### src/rtl/sqrt_sequencer_pkg.sv
// Shared types and default sizing for the sqrt control stage, its datapath and benches.
package sqrt_pkg;

    localparam int SQRT_DW_DEFAULT      = 16;
    localparam int SQRT_TIMEOUT_DEFAULT = 32;

    typedef enum logic [2:0] {
        ST_IDLE = 3'd0,
        ST_LOAD = 3'd1,
        ST_ITER = 3'd2,
        ST_WAIT = 3'd3,
        ST_DONE = 3'd4
    } sqrt_state_e;

endpackage

### src/rtl/sqrt_sequencer_iter_down_counter.sv
// Loadable down-counter that walks the iteration index from its preset to zero and holds there.
module iter_down_counter #(
    parameter int CW = 4
) (
    input  logic          clk,
    input  logic          reset,
    input  logic          i_load,
    input  logic [CW-1:0] i_load_val,
    input  logic          i_en,
    output logic [CW-1:0] o_count,
    output logic          o_zero
);

    logic [CW-1:0] r_count;

    // Count register: preset wins over decrement, and the count saturates at zero.
    always_ff @(posedge clk) begin
        if (reset) begin
            r_count <= {CW{1'b0}};
        end else if (i_load) begin
            r_count <= i_load_val;
        end else if (i_en && (r_count != {CW{1'b0}})) begin
            r_count <= r_count - CW'(1);
        end else begin
            r_count <= r_count;
        end
    end

    assign o_count = r_count;
    assign o_zero  = (r_count == {CW{1'b0}});

endmodule

### src/rtl/sqrt_sequencer.sv
// Sequences one radicand through the sqrt core's fixed schedule and hands the result downstream.
module sqrt_sequencer
    import sqrt_pkg::*;
#(
    parameter int DW      = SQRT_DW_DEFAULT,
    parameter int TIMEOUT = SQRT_TIMEOUT_DEFAULT
) (
    input  logic          clk,
    input  logic          reset,
    input  logic          in_valid,
    output logic          in_ready,
    input  logic [DW-1:0] in_data,
    output logic          load,
    output logic          start,
    output logic          ctrl,
    output logic [DW-1:0] D,
    output logic [DW-1:0] excounter,
    input  logic [DW-1:0] sqrt_Q,
    input  logic [DW-1:0] sqrt_rem,
    input  logic          sqrt_ready,
    output logic          out_valid,
    input  logic          out_ready,
    output logic [DW-1:0] out_root,
    output logic [DW-1:0] out_rem,
    output logic          out_err,
    output logic          busy
);

    localparam int            CW        = $clog2(DW/2 + 1);
    localparam int            TW        = (TIMEOUT > 1) ? $clog2(TIMEOUT) : 1;
    localparam logic [CW-1:0] ITER_LOAD = CW'(DW/2);
    localparam logic [TW-1:0] TMO_LAST  = TW'(TIMEOUT - 1);

    sqrt_state_e   r_state;
    sqrt_state_e   w_next;
    logic [CW-1:0] w_count;
    logic          w_zero;
    logic [TW-1:0] r_tmo;
    logic [DW-1:0] r_d;
    logic [DW-1:0] r_root;
    logic [DW-1:0] r_rem;
    logic          r_err;
    logic          w_accept;
    logic          w_capture;
    logic          w_tmo_hit;

    assign w_accept  = (r_state == ST_IDLE) && in_valid;
    assign w_capture = (r_state == ST_WAIT) && sqrt_ready;
    assign w_tmo_hit = (r_state == ST_WAIT) && !sqrt_ready && (r_tmo == TMO_LAST);

    iter_down_counter #(.CW(CW)) u_iter_cnt (
        .clk        (clk),
        .reset      (reset),
        .i_load     (r_state == ST_LOAD),
        .i_load_val (ITER_LOAD),
        .i_en       (r_state == ST_ITER),
        .o_count    (w_count),
        .o_zero     (w_zero)
    );

    // State register.
    always_ff @(posedge clk) begin
        if (reset) begin
            r_state <= ST_IDLE;
        end else begin
            r_state <= w_next;
        end
    end

    // Next-state decode; ITER exits only after the cycle that shows index 0.
    always_comb begin
        w_next = r_state;
        case (r_state)
            ST_IDLE: if (in_valid)                 w_next = ST_LOAD; else w_next = ST_IDLE;
            ST_LOAD:                               w_next = ST_ITER;
            ST_ITER: if (w_zero)                   w_next = ST_WAIT; else w_next = ST_ITER;
            ST_WAIT: if (w_capture || w_tmo_hit)   w_next = ST_DONE; else w_next = ST_WAIT;
            ST_DONE: if (out_ready)                w_next = ST_IDLE; else w_next = ST_DONE;
            default:                               w_next = ST_IDLE;
        endcase
    end

    // Radicand hold, WAIT timeout count and result capture.
    always_ff @(posedge clk) begin
        if (reset) begin
            r_d    <= {DW{1'b0}};
            r_tmo  <= {TW{1'b0}};
            r_root <= {DW{1'b0}};
            r_rem  <= {DW{1'b0}};
            r_err  <= 1'b0;
        end else begin
            if (w_accept) begin
                r_d <= in_data;
            end else begin
                r_d <= r_d;
            end
            if (r_state == ST_WAIT) begin
                r_tmo <= r_tmo + TW'(1);
            end else begin
                r_tmo <= {TW{1'b0}};
            end
            if (w_capture) begin
                r_root <= sqrt_Q;
                r_rem  <= sqrt_rem;
                r_err  <= 1'b0;
            end else if (w_tmo_hit) begin
                r_root <= {DW{1'b0}};
                r_rem  <= {DW{1'b0}};
                r_err  <= 1'b1;
            end else begin
                r_root <= r_root;
                r_rem  <= r_rem;
                r_err  <= r_err;
            end
        end
    end

    // Control strobes are pure decodes of the state register, so they never glitch on inputs.
    assign in_ready  = (r_state == ST_IDLE);
    assign load      = (r_state == ST_LOAD);
    assign start     = (r_state == ST_LOAD);
    assign ctrl      = (r_state == ST_WAIT);
    assign out_valid = (r_state == ST_DONE);
    assign busy      = (r_state != ST_IDLE);
    assign excounter = (r_state == ST_ITER) ? {{(DW-CW){1'b0}}, w_count} : {DW{1'b0}};
    assign D         = r_d;
    assign out_root  = r_root;
    assign out_rem   = r_rem;
    assign out_err   = r_err;

endmodule
### config.mk
export PLATFORM = sky130hd
export DESIGN_NAME = sqrt_sequencer
export DESIGN_NICKNAME = d
export VERILOG_FILES = /design/src/rtl/sqrt_sequencer_pkg.sv /design/src/rtl/sqrt_sequencer_iter_down_counter.sv /design/src/rtl/sqrt_sequencer.sv
export SDC_FILE = /design/constraint.sdc
export NUM_CORES = 1
export LEC_CHECK = 0
export BUFFER_PORTS_ARGS = -buffer_cell sky130_fd_sc_hd__buf_2
export CORE_MARGIN = 2
export CORE_UTILIZATION = 40
export CTS_CLUSTER_SIZE = 14
export DETAILED_ROUTE_END_ITERATION = 16
export GPL_TIMING_DRIVEN = 0
export PLACE_DENSITY_LB_ADDON = 0.12
export SLEW_MARGIN = 20
export SYNTH_ARGS = -nofsm -noshare
export SYNTH_HDL_FRONTEND = slang
export SYNTH_SLANG_ARGS = --single-unit
export TNS_END_PERCENT = 1
### constraint.sdc
create_clock -name clk -period 2.1 [get_ports clk]
set_input_delay 0.21 -clock clk [delete_from_list [all_inputs] [get_ports clk]]
set_output_delay 0.21 -clock clk [all_outputs]
set_load 0.1 [all_outputs]
; ---- Word-level counts from Yosys, hierarchy flattened
; Cells that the tools add are included.
[word_totals]
regBits = 61
input_bits = 53
word_cells = 43
[op_classes]
addsub = 2
eq_ne = 5
mux = 11
n_bitwise = 1
reduce_logical = 16
[op_table]
columns = operator, n
row1 = 2-to-1 mux 16 bit, 3
row2 = case mux 3 bit (5 select lines), 1
row3 = 2-to-1 mux 4 bit, 3
row4 = == test 3 x 2 -> 1 bit (second input constant), 2
row5 = 2-to-1 mux 3 bit, 2
row6 = OR reduction 2 bit, 3
row7 = adder 5 x 1 -> 5 bit (second input constant), 1
row8 = == test 5 bit (second input constant), 1
row9 = logical AND 1 bit, 5
row10 = zero test 4 bit, 1
row11 = nonzero test 2 bit, 2
row12 = nonzero test 4 bit, 1
row13 = subtractor 4 x 1 -> 4 bit (second input constant), 1
row14 = == test 3 x 1 -> 1 bit (second input constant), 1
row15 = == test 3 bit (second input constant), 1
row16 = zero test 3 bit, 1
row17 = nonzero test 3 bit, 1
row18 = 2-to-1 mux 1 bit, 2
row19 = zero test 1 bit, 1
row20 = logical OR 1 bit, 1
row21 = inverter 1 bit, 1

; ---- Depth between registers and ports, before layout
; Gate-level depths: netlist of the first run.
[depth]
word_depth = 6
depth_mapped = 7

; ---- Hierarchy
; From an unflattened synthesis of the first run, not the netlist that was laid out.
[hier_totals]
cells_unflattened = 237
hier_area_um2 = 2444.8
[by_module_without_submodules]
columns = mod, instances, cells_each, area_each_um2, seq_area_each_um2
row1 = sqrt_sequencer, 1, 208, 2182.1, 1141.1
row2 = iter_down_counter, 1, 29, 262.8, 80.1

; ---- Worst setup path after synthesis of the first run
; OpenSTA, ideal clock, no wires.
[synth_timing]
kind = register -> output
start = register r_state[2]
end = output start
arrival_ns = 3.442
t_required_ns = 1.890
setup_slack_ns = -1.552
stages_incl_launch_ff = 4
path_buffers = 2
cell_sequence = dfxtp_1 -> clkbuf_1 -> nor3b_1 -> buf_4
[synth_between]
elab_chain_cells = 1
[synth_rtl]
columns = item, line
row1 = "start, declared", sqrt_sequencer.sv:34  ; sqrt_state_e r_state;
row2 = "start signal, assigned", sqrt_sequencer.sv:66  ; r_state <= w_next;
row3 = == test 3 x 1 -> 1 bit, -
row4 = "end, declared", sqrt_sequencer.sv:14  ; output logic start,
; No other way between the ends.

; ---- Final worst setup path of the first run
[layout_timing]
start = register r_state[2]
end = output excounter[3]
[layout_between]
elab_chain_cells = 2
[layout_rtl]
columns = item, line
row1 = == test 3 x 2 -> 1 bit, sqrt_sequencer.sv:125  ; assign excounter = (r_state == ST_ITER) ? {{(DW-CW){1'b0}}, w_count} : {DW{1'b0}};
row2 = 2-to-1 mux 4 bit, sqrt_sequencer.sv:125
row3 = "end, declared", sqrt_sequencer.sv:17  ; output logic [DW-1:0] excounter,
; No other way between the ends.

==> results of run 1 <==
[synth_stat cells (all sizes together)]
library cell  number
ha                 3
nand2b             1
a21oi             53
xnor2              1
dfxtp             61
buf               17
or4                1
xor2               1
nand3              1
o21ai             37
nand2             65
clkbuf            20
and2               3
nor4b              2
a221oi             2
nor2               5
and4b              1
a31oi              1
or3                3
nor3               4
inv                6
nand4b             1
and3               1
nor3b              5
or4b               1
nand3b             1
conb               1
or3b               1
or2                2
[final cells by class]
class / instances / share of cell area
buffer: 37 / 0.0607
clock buffer: 12 / 0.0489
clock inverter: 4 / 0.0133
inverter: 6 / 0.00667
multi-input combinational: 208 / 0.314
sequential: 61 / 0.361
tap: 75 / 0.0278
timing repair buffer: 111 / 0.167
[worst paths after layout]
check	from	end	slack [ns]	depth (start not counted)
worst max register to register	r_state[2]	D[6]	0.14	5
worst min-delay path	in_data[12]	D[12]	0.12	3
worst max-delay path	r_state[2]	excounter[3]	0.14	4
worst min register to register	D[8]	D[8]	0.45	2
[repair_timing]
action                     4_1_cts  5_1_grt
hold buffers                     0        0
gates resized for setup          1       12
setup endpoints to repair        2       44
[report_power, final]
part           switching (uW)  internal [uW]
clock                     430            639
combinational             671            169
sequential               24.0           1210
[flip-flops by register name, summed over array words and instances (netlist names)]
signal,count
D,16
out_rem,16
out_root,16
r_tmo,5
u_iter_cnt.o_count,4
r_state,3
out_err,1
[kinds of logic after synthesis]
family,count (synthesis),share of synthesized area
buffers and inverters,43,0.0917
AO/OA/AOI/OAI,93,0.194
adder cells (fa/ha/maj),3,0.0154
AND/OR/NAND/NOR,98,0.190
other,1,0.00154
XOR/XNOR,2,0.00717
flip-flops,61,0.500
[through the flow]
| stage | power, uW | setup TNS (ns) | util |
|---|---|---|---|
| 2_1_floorplan | 1940 | -0.952 | - |
| 3_3_place_gp | 2090 | 0 | 0.531 |
| 3_5_place_dp | 2090 | 0 | 0.531 |
| 4_1_cts | 3170 | 0 | 0.568 |
| 5_1_grt | 3280 | -0.378 | 0.571 |
| 6_report | 3140 | 0 | 0.571 |
[worst min-delay path: stages]
cell     delay (ns)
buf_2          0.10
nand2_1        0.04
a21oi_1        0.05
[per-layer routing]
layer,vias to the layer above,part of all wire
met2,84,0.45
met3,7,0.093
met5,-,0
met1,1073,0.45
li1,1261,-
met4,0,0.0086
==> results_dict.tcl, run 1 <==
set metrics [dict create \
    endpoint_kind "primary output" \
    hp-class "input port to register" \
    synth_area_leaders "dfxtp_1, a21oi_1, nand2_1" \
    yosys_warnings 0 \
    grt_use_met2 0.307 \
    grt_pass1_wl_um 9840 \
    design_area_um2 3380 \
    critPathTopFamily "buffers and inverters" \
    seq_area_um2 1220 \
    fmax_mhz 509 \
    critPathLaunchType "register" \
    cap_viol_max_count 0 \
    clk_pin_slew_ns 0.06 \
    layout_common_cells "buf_2, nand2_1, dfxtp_1" \
    syn_avg_cell_area_um2 8.11 \
    path_buf_inv 2 \
    antenna_cells 0 \
    final_cells 514 \
    irDropWorstVdd_mv 0.559 \
    post_cts_buffers 0 \
    drtIter0Drc 78 \
    fin_skew_ns 0.00299 \
    core_area_um2 5920 \
    ant_nets 0 \
    numCtsBuffers 9 \
    synth-seq-cells 61 \
    synth_top_area_share 0.500 \
    rows 28 \
    p_leak_uw 0.00156 \
    fin_ws_ns 0.135 \
    critPathArrivalTime_ns 1.75 \
    wire_per_inst_um 12.2 \
    slowest_stage "nor3b_2" \
    grt_pass1_vias 2135 \
    p_per_area_nw_per_um2 929 \
    synth_cell_type_count 34 \
    max_stage_delay_ns 0.35 \
    placed_area_um2 3150 \
    pre_cts_slack_ns 0.0767 \
    die_x_um 82.1 \
    crit_type "register to primary output" \
    firstDrtPassIters 5 \
    die_area_um2 6750 \
    busiest_layer "met2" \
    slew_headroom 0.455 \
    drc 0 \
    fill_cells 579 \
    start_util 0.413 \
    area_growth_pct 38.3 \
    final_common_cell "buf_2" \
    io_buffers 111 \
    whs_ns 0.115 \
    cts_tree "built" \
    htree_levels 3 \
    crit_fanout 10 \
    multi_input_area_um2 1060 \
    report.final.slew_viol_count 0 \
    io_pins 124 \
    fin_nets 490 \
    grt_max_degree 11 \
    drive_above_1_share 0.353 \
    root_buffer "clkbuf_8" \
    worst_skew_pair.late_latency_ns 0.33 \
    synth_top_cell_by_area "dfxtp_1" \
    syn-cell-area_um2 2440 \
    ys_seq_area_frac 0.500 \
    status "finished, final reports clean" \
    antenna_found_initial 0 \
    use_met1 0.231 \
    drt_wl_total_um 6250 \
    place_inst 498 \
    grtUsageTotal 0.190 \
    dp_hpwl_um 4590 \
    routabilityCongestion 0.785 \
    finalSetupViolCount 0 \
    via_count 2425 \
    grt-ovfl-total 0 \
    rsz0062_at_grt "true" \
    required_ns 1.89 \
    finalCritPeriodShare 0.936 \
    fp.dieH_um 82.1 \
    cts_max_path_buffers 2 \
    hold_viol 0 \
    worst_pin_slew_ns 0.815 \
    cts.sinks 61 \
    grtUsageMet3 0.0848 \
    finalCriticalPeriod_ns 1.96 \
    syn_inst 301 \
    crit_chain "clkbuf_1, nor3b_2, and2_1, clkbuf_4" \
    via_per_inst 4.72 \
]
Note: power is estimated with default switching activity, not from simulation.
==> run 2: changes to the inputs <==
--- a/config.mk
+++ b/config.mk
@@ -5,7 +5,9 @@
 export SDC_FILE = /design/constraint.sdc
 export NUM_CORES = 1
 export LEC_CHECK = 0
+export ABC_AREA = 1
 export BUFFER_PORTS_ARGS = -buffer_cell sky130_fd_sc_hd__buf_2
+export CAP_MARGIN = 20
 export CORE_MARGIN = 2
 export CORE_UTILIZATION = 40
 export CTS_CLUSTER_SIZE = 14
==> results_dict.tcl, run 2 <==
set metrics [dict create \
    endpoint_kind "primary output" \
    layout_common_cells "buf_2, nand2_1, dfxtp_1" \
    grt_pass1_wl_um 8680 \
    hold_path_end "out_root[10]" \
    dp_hpwl_um 4310 \
    root_buffer "clkbuf_8" \
    rsz0062_at_grt "false" \
    core_area_um2 5890 \
    fill_cells 568 \
    synth_top_area_share 0.506 \
    whs_ns 0.117 \
    status "finished, final reports clean" \
    die_x_um 81.6 \
    reg2reg_depth 8 \
    ant_nets 0 \
    fmax_mhz 512 \
    tns_ns 0 \
    fin_nets 503 \
    numCtsBuffers 9 \
    synth-edff-count 0 \
    grt_pass1_vias 2040 \
    cts.hold.buffers_added 0 \
    routabilityCongestion 0.791 \
    ys_seq_area_frac 0.506 \
    syn_inst 316 \
    firstDrtPassIters 4 \
    syn_avg_cell_area_um2 7.63 \
    holdPathStages 3 \
    grtUsageTotal 0.172 \
    finalCritPeriodShare 0.930 \
    hp-class "input port to register" \
    critPathLaunchType "register" \
    post_cts_resized 0 \
    r2r-start "r_tmo[0]" \
    yosys_warnings 0 \
    report.final.slew_viol_count 0 \
    multi_input_area_um2 977 \
    yosys_most_used_dff "dfxtp_1" \
    critPathArrivalTime_ns 1.74 \
    hold_viol 0 \
    final_common_cell "buf_2" \
    p_per_area_nw_per_um2 953 \
    drtIter0Drc 55 \
    grt-ovfl-total 0 \
    finalSetupViolCount 0 \
    synth_cell_type_count 22 \
    placed_area_um2 3100 \
    crit_fanout 8 \
    design_area_um2 3300 \
    cts_max_path_buffers 2 \
    via_per_inst 4.56 \
    syn-cell-area_um2 2410 \
    drt_wl_total_um 5780 \
    antenna_found_initial 0 \
    r2r_end "out_rem[3]" \
    antenna_cells 0 \
    worst_skew_pair.late_latency_ns 0.33 \
    irDropWorstVdd_mv 0.500 \
    synth_area_leaders "dfxtp_1, nand2_1, a21oi_1" \
    die_area_um2 6660 \
    cts.sinks 61 \
    htree_levels 3 \
    yosysMostFrequentCell "nand2_1" \
    r2r_slack_ns 0.27 \
    io_buffers 109 \
    fin_util 0.561 \
    cts_tree "built" \
    fp.dieH_um 81.6 \
    p_leak_uw 0.00158 \
    synth_top_cell_by_area "dfxtp_1" \
    start_util 0.410 \
    post_cts_buffers 0 \
    drc 0 \
    required_ns 1.89 \
    async_reset_ff_frac 0 \
    drive_above_1_share 0.337 \
    clk_pin_slew_ns 0.07 \
    area_growth_pct 37.0 \
    hp-start "sqrt_Q[10]" \
    io_pins 124 \
    grt_max_degree 11 \
    cap_viol_max_count 0 \
    synth-seq-cells 61 \
    crit_type "register to primary output" \
    finalCriticalPeriod_ns 1.95 \
    fin_skew_ns 0.00661 \
    via_count 2400 \
    rows 28 \
    synth.cells.most_frequent "nand2_1, dfxtp_1, a21oi_1, nand3_1, inv_1" \
    seq_area_um2 1220 \
    wire_per_inst_um 11.0 \
]
[run 2: cell count changes after synthesis, sizes merged, moves of 3 or more]
cell    before  now
o21ai       37    3
nand2       65   98
nand3        1   24
inv          6   22
clkbuf      20    8
nor2         5   15
buf         17   21
nor3b        5    1
and2         3    0
nor3         4    1
or3          3    0
[run 2: power breakdown]
group	leakage [uW]	total (uW)	internal [uW]	switching, uW
combinational	0.000984	874	167	707
sequential	0.000495	1240	1210	29.0
clock	0.000101	1040	602	434
[run 2: layout make-up]
type	instances	share of cell area
Inverter	22	0.0250
Clock buffer	11	0.0458
Clock inverter	4	0.0144
Timing Repair Buffer	109	0.166
Buffer	29	0.0549
Tap cell	75	0.0284
Multi-Input combinational cell	215	0.296
Sequential cell	61	0.370
[run 2: worst max-delay path by stage]
stage	depth (start not counted)	startpoint	endpoint
2_1_floorplan	3	r_state[2]	excounter[0]
3_3_place_gp	8	r_tmo[0]	out_root[15]
3_5_place_dp	8	r_tmo[0]	out_rem[3]
4_1_cts	5	r_state[1]	in_ready
5_1_grt	4	r_state[2]	excounter[3]
6_report	4	r_state[2]	excounter[2]
[run 2: critical path, stage by stage, from the launching register on]
cell and delay (ns):
dfxtp_1 0.37, inv_1 0.13, nand3_1 0.29, nor2_2 0.19, buf_2 0.44
[run 2: stage by stage]
| step | power (uW) | worst slack, ns | instances |
|---|---|---|---|
| finish | 3150 | 0.146 | 526 |
| global route | 3280 | 0.0404 | 526 |
| CTS | 3170 | 0.00896 | 526 |
| detailed placement | 2130 | 0.215 | 511 |
| global placement | 2120 | 0.294 | 511 |
| floorplan | 1980 | -0.0763 | 327 |
[run 2: cell families after synthesis]
logic type / share of synthesized area
other cells: 0.00156
flops: 0.506
compound gates: 0.124
simple gates: 0.243
fa+ha+maj: 0.0156
buf+inv: 0.109
[run 2: layer usage]
layer	share of wire	GRT usage	wire length (um)	vias up
met2	0.44	0.270	2560	97
met4	0.017	0.0800	100	0
met3	0.095	0.0626	552	12
met1	0.44	0.210	2570	1045
met5	0	0	0	-
li1	-	-	-	1246
==> run 3: changes to the inputs <==
--- a/config.mk
+++ b/config.mk
@@ -13,7 +13,7 @@
 export CTS_CLUSTER_SIZE = 14
 export DETAILED_ROUTE_END_ITERATION = 16
 export GPL_TIMING_DRIVEN = 0
-export PLACE_DENSITY_LB_ADDON = 0.12
+export PLACE_DENSITY_LB_ADDON = 0.08
 export SLEW_MARGIN = 20
 export SYNTH_ARGS = -nofsm -noshare
 export SYNTH_HDL_FRONTEND = slang
==> results_dict.tcl, run 3 (synthesized netlist as in run 2, its figures left out) <==
set metrics [dict create \
    root_buffer "clkbuf_8" \
    critPathArrivalTime_ns 1.70 \
    grt_pass1_vias 1987 \
    grt_pass1_wl_um 8740 \
    hp-start "sqrt_rem[8]" \
    p_per_area_nw_per_um2 914 \
    fin_skew_ns 0.00701 \
    wire_per_inst_um 11.0 \
    numCtsBuffers 9 \
    rows 28 \
    fin_util 0.555 \
    die_area_um2 6660 \
    drt_wl_total_um 5790 \
    crit_type "register to primary output" \
    irDropWorstVdd_mv 0.459 \
    worst_skew_pair.late_latency_ns 0.33 \
    max_stage_delay_ns 0.44 \
    hp-class "input port to register" \
    use_met1 0.203 \
    post_cts_buffers 0 \
    core_area_um2 5890 \
    critPathLaunchType "register" \
    whs_ns 0.120 \
    hold_path_end "out_rem[8]" \
    clk_pin_slew_ns 0.07 \
    fill_cells 619 \
    p_leak_uw 0.00157 \
    post_cts_resized 0 \
    critPathTopFamily "buffers and inverters" \
    seq_area_um2 1220 \
    via_count 2392 \
    io_buffers 109 \
    drc 0 \
    htree_levels 3 \
    finalCritPeriodShare 0.910 \
    holdPathStages 3 \
    required_ns 1.89 \
    grtUsageTotal 0.173 \
    drtIter0Drc 68 \
    grtUsageMet3 0.0703 \
    busiest_layer "met2" \
    antenna_found_initial 0 \
    cts.hold.buffers_added 0 \
    finalSetupViolCount 0 \
    cts_tree "built" \
    r2r_slack_ns 0.27 \
    ant_nets 0 \
    rsz0062_at_grt "false" \
    layout_common_cells "buf_2, nand2_1, dfxtp_1" \
    drive_above_1_share 0.337 \
    cp.depth 4 \
    hold_viol 0 \
    slowest_stage "buf_2" \
    grt_use_met2 0.276 \
    cts.sinks 61 \
    status "finished, final reports clean" \
    r2r_end "out_root[4]" \
    grt_max_degree 11 \
    reg2reg_depth 8 \
    report.final.slew_viol_count 0 \
    dp_hpwl_um 4270 \
    io_pins 124 \
    fp.dieH_um 81.6 \
    r2r-start "r_tmo[0]" \
    cts_max_path_buffers 2 \
    die_x_um 81.6 \
    via_per_inst 4.55 \
    cap_viol_max_count 0 \
    endpoint_kind "primary output" \
    antenna_cells 0 \
    area_growth_pct 35.6 \
    firstDrtPassIters 4 \
    start_util 0.410 \
    fin_nets 503 \
    crit_chain "inv_1, nand3_1, nor2_2, buf_2" \
    routabilityCongestion 0.744 \
    grt-ovfl-total 0 \
    multi_input_area_um2 977 \
    fmax_mhz 524 \
    finalCriticalPeriod_ns 1.91 \
    final_common_cell "buf_2" \
    crit_fanout 8 \
    path_buf_inv 2 \
]
## run 3: metrics by stage
| stage | setup slack [ns] | TNS (ns) | total power [uW] | instances | area (um2) |
|---|---|---|---|---|---|
| 3_5_place_dp | 0.247 | 0 | 2130 | 511 | 3100 |
| 3_3_place_gp | 0.298 | 0 | 2130 | 511 | 3100 |
| 5_1_grt | 0.0217 | 0 | 3120 | 526 | 3270 |
| 4_1_cts | 0.0125 | 0 | 3010 | 526 | 3260 |
| 6_report | 0.190 | 0 | 2990 | 526 | 3270 |
| 2_1_floorplan | -0.0763 | -0.521 | 1980 | 327 | 2460 |
## run 3: report_power, final
part           total [uW]  internal, uW  switching, uW
logic                 871           167            704
registers            1240          1210           28.3
clock network         880           445            436
## run 3: area by class of cell
cell class,count,area share
Sequential cell,61,0.374
Tap cell,75,0.0287
Multi-Input combinational cell,215,0.299
Buffer,29,0.0555
Timing Repair Buffer,109,0.168
Inverter,22,0.0253
Clock inverter,5,0.00842
Clock buffer,10,0.0421
## run 3: how the worst max path moves through the flow
| stage | start | to | slack [ns] |
|---|---|---|---|
| floorplan | r_state[2] | excounter[0] | -0.08 |
| global placement | r_tmo[0] | out_rem[1] | 0.30 |
| finish | r_state[2] | excounter[3] | 0.19 |
| global route | r_state[2] | excounter[2] | 0.02 |
| detailed placement | r_tmo[0] | out_root[4] | 0.25 |
| CTS | r_state[1] | in_ready | 0.01 |
## run 3: worst reg2reg max path, delay by kind of cell (launching register included)
| family | cells | cell delay (ns) |
|---|---|---|
| AOI/OAI and AO/OA | 2 | 0.50 |
| adders and majority gates | 2 | 0.41 |
| buffers and inverters | 1 | 0.31 |
| DFF | 1 | 0.33 |
| and+or+nand+nor | 3 | 0.21 |
## run 3: layer usage
layer | part of all wire | up-vias
met5 | 0 | -
met4 | 0.013 | 0
met3 | 0.099 | 8
met2 | 0.46 | 87
met1 | 0.43 | 1051
li1 | - | 1246
